File: src/rtl/sensor_power_sequencer.sv
// Camera sensor power/reset sequencer: power-up settle, reset release,
// configuration launch with timeout, bounded retries and a sticky fault.
// Holds the downstream pipeline in reset until the sensor is configured.
module sensor_power_sequencer #(
  parameter int W           = 16,
  parameter int PWR_DLY     = 27000,
  parameter int SETTLE_DLY  = 2700,
  parameter int CFG_TIMEOUT = 65535,
  parameter int MAX_RETRY   = 3
) (
  input  logic       clk,
  input  logic       hw_reset,
  input  logic       cfg_done,
  input  logic       cfg_err,
  input  logic       rearm,
  output logic       cam_pwdn,
  output logic       cam_rst_n,
  output logic       cfg_start,
  output logic       pipe_reset,
  output logic       seq_ready,
  output logic       seq_fault,
  output logic [1:0] retry_cnt
);

  typedef enum logic [2:0] {
    S_IDLE, S_PWRUP, S_RSTREL, S_CFG, S_RETRY, S_RUN, S_FAULT
  } state_t;

  // Counter reload values: a state lasting N cycles counts N-1 down to 0.
  localparam logic [W-1:0] PWR_LD    = W'(PWR_DLY - 1);
  localparam logic [W-1:0] SETTLE_LD = W'(SETTLE_DLY - 1);
  localparam logic [W-1:0] CFG_LD    = W'(CFG_TIMEOUT - 1);
  localparam logic [1:0]   RETRY_MAX = 2'(MAX_RETRY);

  state_t         state_q, state_d;
  logic [W-1:0]   cnt_q, cnt_d;
  logic [1:0]     retry_q, retry_d;
  logic           cam_pwdn_q, cam_pwdn_d;
  logic           cam_rst_n_q, cam_rst_n_d;
  logic           cfg_start_q, cfg_start_d;
  logic           pipe_reset_q, pipe_reset_d;
  logic           seq_ready_q, seq_ready_d;
  logic           seq_fault_q, seq_fault_d;
  logic           fail;
  logic           cnt_zero;

  assign cnt_zero = (cnt_q == '0);

  // Next-state, counter and retry bookkeeping; outputs decoded from the next state.
  always_comb begin
    state_d = state_q;
    cnt_d   = cnt_q;
    retry_d = retry_q;
    fail    = 1'b0;

    unique case (state_q)
      S_IDLE: state_d = S_PWRUP;
      S_PWRUP: begin
        if (cnt_zero) state_d = S_RSTREL;
        else          cnt_d   = cnt_q - 1'b1;
      end
      S_RSTREL: begin
        if (cnt_zero) state_d = S_CFG;
        else          cnt_d   = cnt_q - 1'b1;
      end
      S_CFG: begin
        // Error wins over a simultaneous done; done in the final cycle is accepted.
        if (cfg_err || (!cfg_done && cnt_zero)) fail    = 1'b1;
        else if (cfg_done)                      state_d = S_RUN;
        else                                    cnt_d   = cnt_q - 1'b1;
      end
      S_RETRY: begin
        if (cnt_zero) state_d = S_PWRUP;
        else          cnt_d   = cnt_q - 1'b1;
      end
      S_RUN: begin
        if (rearm) begin
          retry_d = '0;
          state_d = S_RETRY;
        end
      end
      S_FAULT: begin
        if (rearm) begin
          retry_d = '0;
          state_d = S_RETRY;
        end
      end
      default: state_d = S_IDLE;
    endcase

    if (fail) begin
      if (retry_q < RETRY_MAX) begin
        retry_d = retry_q + 1'b1;
        state_d = S_RETRY;
      end else begin
        state_d = S_FAULT;
      end
    end

    // Reload the shared counter on every state entry.
    if (state_d != state_q) begin
      unique case (state_d)
        S_PWRUP, S_RETRY: cnt_d = PWR_LD;
        S_RSTREL:         cnt_d = SETTLE_LD;
        S_CFG:            cnt_d = CFG_LD;
        default:          cnt_d = '0;
      endcase
    end

    cam_pwdn_d   = (state_d inside {S_IDLE, S_RETRY, S_FAULT});
    cam_rst_n_d  = (state_d inside {S_RSTREL, S_CFG, S_RUN});
    cfg_start_d  = (state_d == S_CFG) && (state_q != S_CFG);
    pipe_reset_d = (state_d != S_RUN);
    seq_ready_d  = (state_d == S_RUN);
    seq_fault_d  = (state_d == S_FAULT);
  end

  // State, counter and registered outputs with synchronous reset.
  always_ff @(posedge clk) begin
    if (hw_reset) begin
      state_q      <= S_IDLE;
      cnt_q        <= '0;
      retry_q      <= '0;
      cam_pwdn_q   <= 1'b1;
      cam_rst_n_q  <= 1'b0;
      cfg_start_q  <= 1'b0;
      pipe_reset_q <= 1'b1;
      seq_ready_q  <= 1'b0;
      seq_fault_q  <= 1'b0;
    end else begin
      state_q      <= state_d;
      cnt_q        <= cnt_d;
      retry_q      <= retry_d;
      cam_pwdn_q   <= cam_pwdn_d;
      cam_rst_n_q  <= cam_rst_n_d;
      cfg_start_q  <= cfg_start_d;
      pipe_reset_q <= pipe_reset_d;
      seq_ready_q  <= seq_ready_d;
      seq_fault_q  <= seq_fault_d;
    end
  end

  assign cam_pwdn   = cam_pwdn_q;
  assign cam_rst_n  = cam_rst_n_q;
  assign cfg_start  = cfg_start_q;
  assign pipe_reset = pipe_reset_q;
  assign seq_ready  = seq_ready_q;
  assign seq_fault  = seq_fault_q;
  assign retry_cnt  = retry_q;

endmodule

File: config.mk
export PLATFORM = sky130hd
export DESIGN_NAME = sensor_power_sequencer
export DESIGN_NICKNAME = d
export VERILOG_FILES = /design/src/rtl/sensor_power_sequencer.sv
export SDC_FILE = /design/constraint.sdc
export NUM_CORES = 1
export LEC_CHECK = 0
export ABC_AREA = 1
export CORE_MARGIN = 10
export CORE_UTILIZATION = 58
export DETAILED_ROUTE_END_ITERATION = 7
export HOLD_SLACK_MARGIN = 0.02
export PLACE_DENSITY = 0.84
export RECOVER_POWER = 50
export SETUP_SLACK_MARGIN = 0.15
export SLEW_MARGIN = 20
export SYNTH_ARGS = -nofsm -noshare
export SYNTH_HDL_FRONTEND = slang
export SYNTH_SLANG_ARGS = --single-unit
File: constraint.sdc
create_clock -name clk -period 2.6 [get_ports clk]
set_input_delay 0.26 -clock clk [delete_from_list [all_inputs] [get_ports clk]]
set_output_delay 0.26 -clock clk [all_outputs]
set_load 0.02 [all_outputs]
==> qor.txt, run 1 <==
status: completed
pwr dens: 1050 nW/um2
worst setup margin: 0.345 ns
IO buf count: 12
wire length per cell: 12.4 um
antenna-violating nets left: 0
maximum vdd drop: 0.527 mV
CP Capture Type: register
area of the multi-input gates: 1140 um2
initial antenna violation count: 0
worst relative slew slack: 63.9%
n_diodes: 0
met3 global-route usage: 2.45%
Vias per Instance: 5.27
Mapped Nets: 278
final worst path period share: 86.7%
num ports: 13
Critical Path Source Type: register
syn avg cell area: 6.93 um2
Routability Congestion: 0.853
most used routing layer: met2
DRC Markers: 0
sink count of the clock tree: 27
vias in the first global route: 1654
clk root buf: clkbuf_4
GRT overflow: 0
dpl cells: 323
CTS Hold Bufs: 0
initial core utilization: 61.0%
crit path DAT: 2.55 ns
Mapped Area: 1880 um2
proportion of layout cells with a drive suffix above 1: 21.3%
total chip power: 2.20 mW
share of the yosys chip area belonging to registers: 28.8%
Starting DRT DRC Count: 165
TNS Setup: 0 ns
Max Cap Violations: 0
final core utilization: 68.3%
largest net degree at the start of global routing: 20
endpoints failing setup: 0
Setup Skew: 0.0219 ns
measured slew at the worst slew-check pin: 0.538 ns
die width: 76.9 um
worst skew pair latency: 0.35 ns
CTS tree: built
Fill cells: 294
CP peak stage delay: 0.40 ns
Fmax: 443 MHz
DR pass1 iterations: 4
WP buf/inv: 4
RSZ-0062 raised after global routing: no
crit path cell chain: inv_1, ha_1, nand2_2, nor2_4, nand2_4, nand2_4, o21ai_0, nand3_1, buf_4, nand4_1, nand2_1, inv_1, nand2_1, inv_1
first-pass GRT wire length: 7.26 mm
Worst EP required: 2.90 ns
Vias: 1746
met1 Use GR: 17.6%
Yosys cell types: 33
fin crit period: 2.26 ns
H-tree level count: 1
Tightest Hold Check Type: reg -> reg
worst slack, placed: 0.194 ns
# rows: 20
flops & latches, synth: 27
CP Max Fanout: 10
total core area: 3080 um2
Final nets: 295
height of the die: 76.9 um
Crit-path slowest cell: dfxtp_1
Fin. Hold Viols: 0
Clock Tree Buf Depth: 2
Post-Synthesis Cells: 271
leakage: 0.966 nW
CP delay by family, top: simple AND/OR/NAND/NOR gates
flop2flop setup slack: 0.34 ns
Area growth syn-to-layout: 11.9%
Slew Limit Fails: 0
fin cells: 331
met2 GRT Util: 23.6%
CP most frequent cell: inv_1
Crit Path Class: reg -> reg
synth warn: 0
GRT Total Usage: 14.1%
number of CTS-inserted buffers: 3
HPWL Detailed: 2.99 mm
Detailed Route WL: 4.12 mm
die area: 5910 um2
clock-pin slew on the worst setup and hold paths: 0.18 ns
Reg area: 541 um2
[cell usage in the layout (no fill, tap or decap)]
| cell type | instances |
|---|---|
| nand2_4 | 7 |
| and2_1 | 1 |
| nand3_1 | 17 |
| or2_2 | 1 |
| a21oi_2 | 8 |
| nand2_2 | 9 |
| o211ai_1 | 2 |
| inv_8 | 1 |
| dlygate4sd3_1 | 8 |
| nor2_1 | 34 |
| inv_6 | 1 |
| nor4_1 | 1 |
| nor3_1 | 6 |
| inv_2 | 6 |
| clkinv_1 | 1 |
| dfxtp_1 | 27 |
| nor2_2 | 4 |
| nand3_2 | 4 |
| nand4_1 | 10 |
| clkdlybuf4s50_1 | 4 |
| o21ai_0 | 12 |
| o21ai_1 | 10 |
| xnor2_1 | 1 |
| a21oi_1 | 8 |
| nand2_1 | 40 |
| xor2_1 | 6 |
| ha_1 | 2 |
| nor2_4 | 2 |
| o21ai_2 | 6 |
| nand2_8 | 1 |
| clkbuf_4 | 3 |
| buf_4 | 5 |
| inv_1 | 36 |
| nand3_4 | 3 |
[repair_timing]
action                                  CTS  global route
setup buffers                             0             3
endpoints found under the setup margin    0            16
resized for setup                         0             7
[Yosys cell counts, drive strengths merged]
| library cell | count | area, um2 |
|---|---|---|
| nand2 | 57 | 300 |
| inv | 43 | 169 |
| nor2 | 40 | 175 |
| o21ai | 28 | 163 |
| dfxtp | 27 | 541 |
| nand3 | 23 | 160 |
| a21oi | 16 | 110 |
| nand4 | 10 | 62.6 |
| nor3 | 6 | 30.0 |
| xor2 | 6 | 52.6 |
| buf | 4 | 35.0 |
| clkbuf | 2 | 7.51 |
| ha | 2 | 25.0 |
| o211ai | 2 | 15.0 |
| and2 | 1 | 6.26 |
| clkinv | 1 | 3.75 |
| nor4 | 1 | 6.26 |
| or2 | 1 | 6.26 |
| xnor2 | 1 | 8.76 |
[worst min-delay path, delay by kind of cell (launching register included)]
family | cells | cell delay [ns]
AO/OA/AOI/OAI | 2 | 0.13
flip-flops | 1 | 0.36
[layout make-up]
class                      count  share of cell area (%)
clock buffer                   3                    1.07
clock inverter                 1                   0.417
inverter                      44                    8.22
multi-input combinational    195                    54.4
sequential                    27                    25.7
tap                           44                    2.62
timing repair buffer          17                    7.50
[registers in the layout, summed over array words and instances (netlist names)]
signal and flops:
state_q 3, cam_pwdn 1, pipe_reset 1, seq_fault 1, seq_ready 1, cam_rst_n 1, cfg_start 1, cnt_q 16
retry_cnt 2
[layer usage]
metal	wire [um]	share of wire (%)
met5	0	0
met4	44	1.1
met3	295	7.2
met2	1890	46
met1	1890	46
[worst paths after layout]
check                          start                      end  cells past startpoint
max            cnt_q[0]$_SDFFE_PP0P_   cnt_q[11]$_SDFFE_PP0P_                     14
min reg2reg  retry_cnt[1]$_SDFF_PP0_  retry_cnt[1]$_SDFF_PP0_                      2
min          retry_cnt[1]$_SDFF_PP0_  retry_cnt[1]$_SDFF_PP0_                      2
max reg2reg    cnt_q[0]$_SDFFE_PP0P_   cnt_q[11]$_SDFFE_PP0P_                     14
[stage by stage]
stage | cell area (um2) | hold WS, ns
6_report | 2100 | 0.516
5_1_grt | 2100 | 0.553
4_1_cts | 2060 | 0.529
3_5_place_dp | 2020 | 0.505
3_3_place_gp | 2020 | 0.490
2_1_floorplan | 1880 | 0.500
[cell families after synthesis]
| family | synth area share (%) |
|---|---|
| compound gates | 15.3 |
| xor+xnor | 3.27 |
| flops | 28.8 |
| buf+inv | 11.5 |
| fa+ha+maj | 1.33 |
| simple gates | 39.8 |
[where the power goes]
part | leakage [nW] | internal, mW | switching, mW | total [mW]
Clock | 0.0183 | 0.0630 | 0.146 | 0.209
Combinational | 0.726 | 0.475 | 0.863 | 1.34
Sequential | 0.222 | 0.531 | 0.126 | 0.657
Total | 0.966 | 1.07 | 1.13 | 2.20
(Power assumes the default switching activity.)
==> run 2, diff against run 1 <==
HOLD_SLACK_MARGIN = 0.12   (was 0.02)
SKIP_CTS_REPAIR_TIMING = 1   (was default)
==> results of run 2 <==
No change in the layout: final DEF, timing and power equal those of run 1.
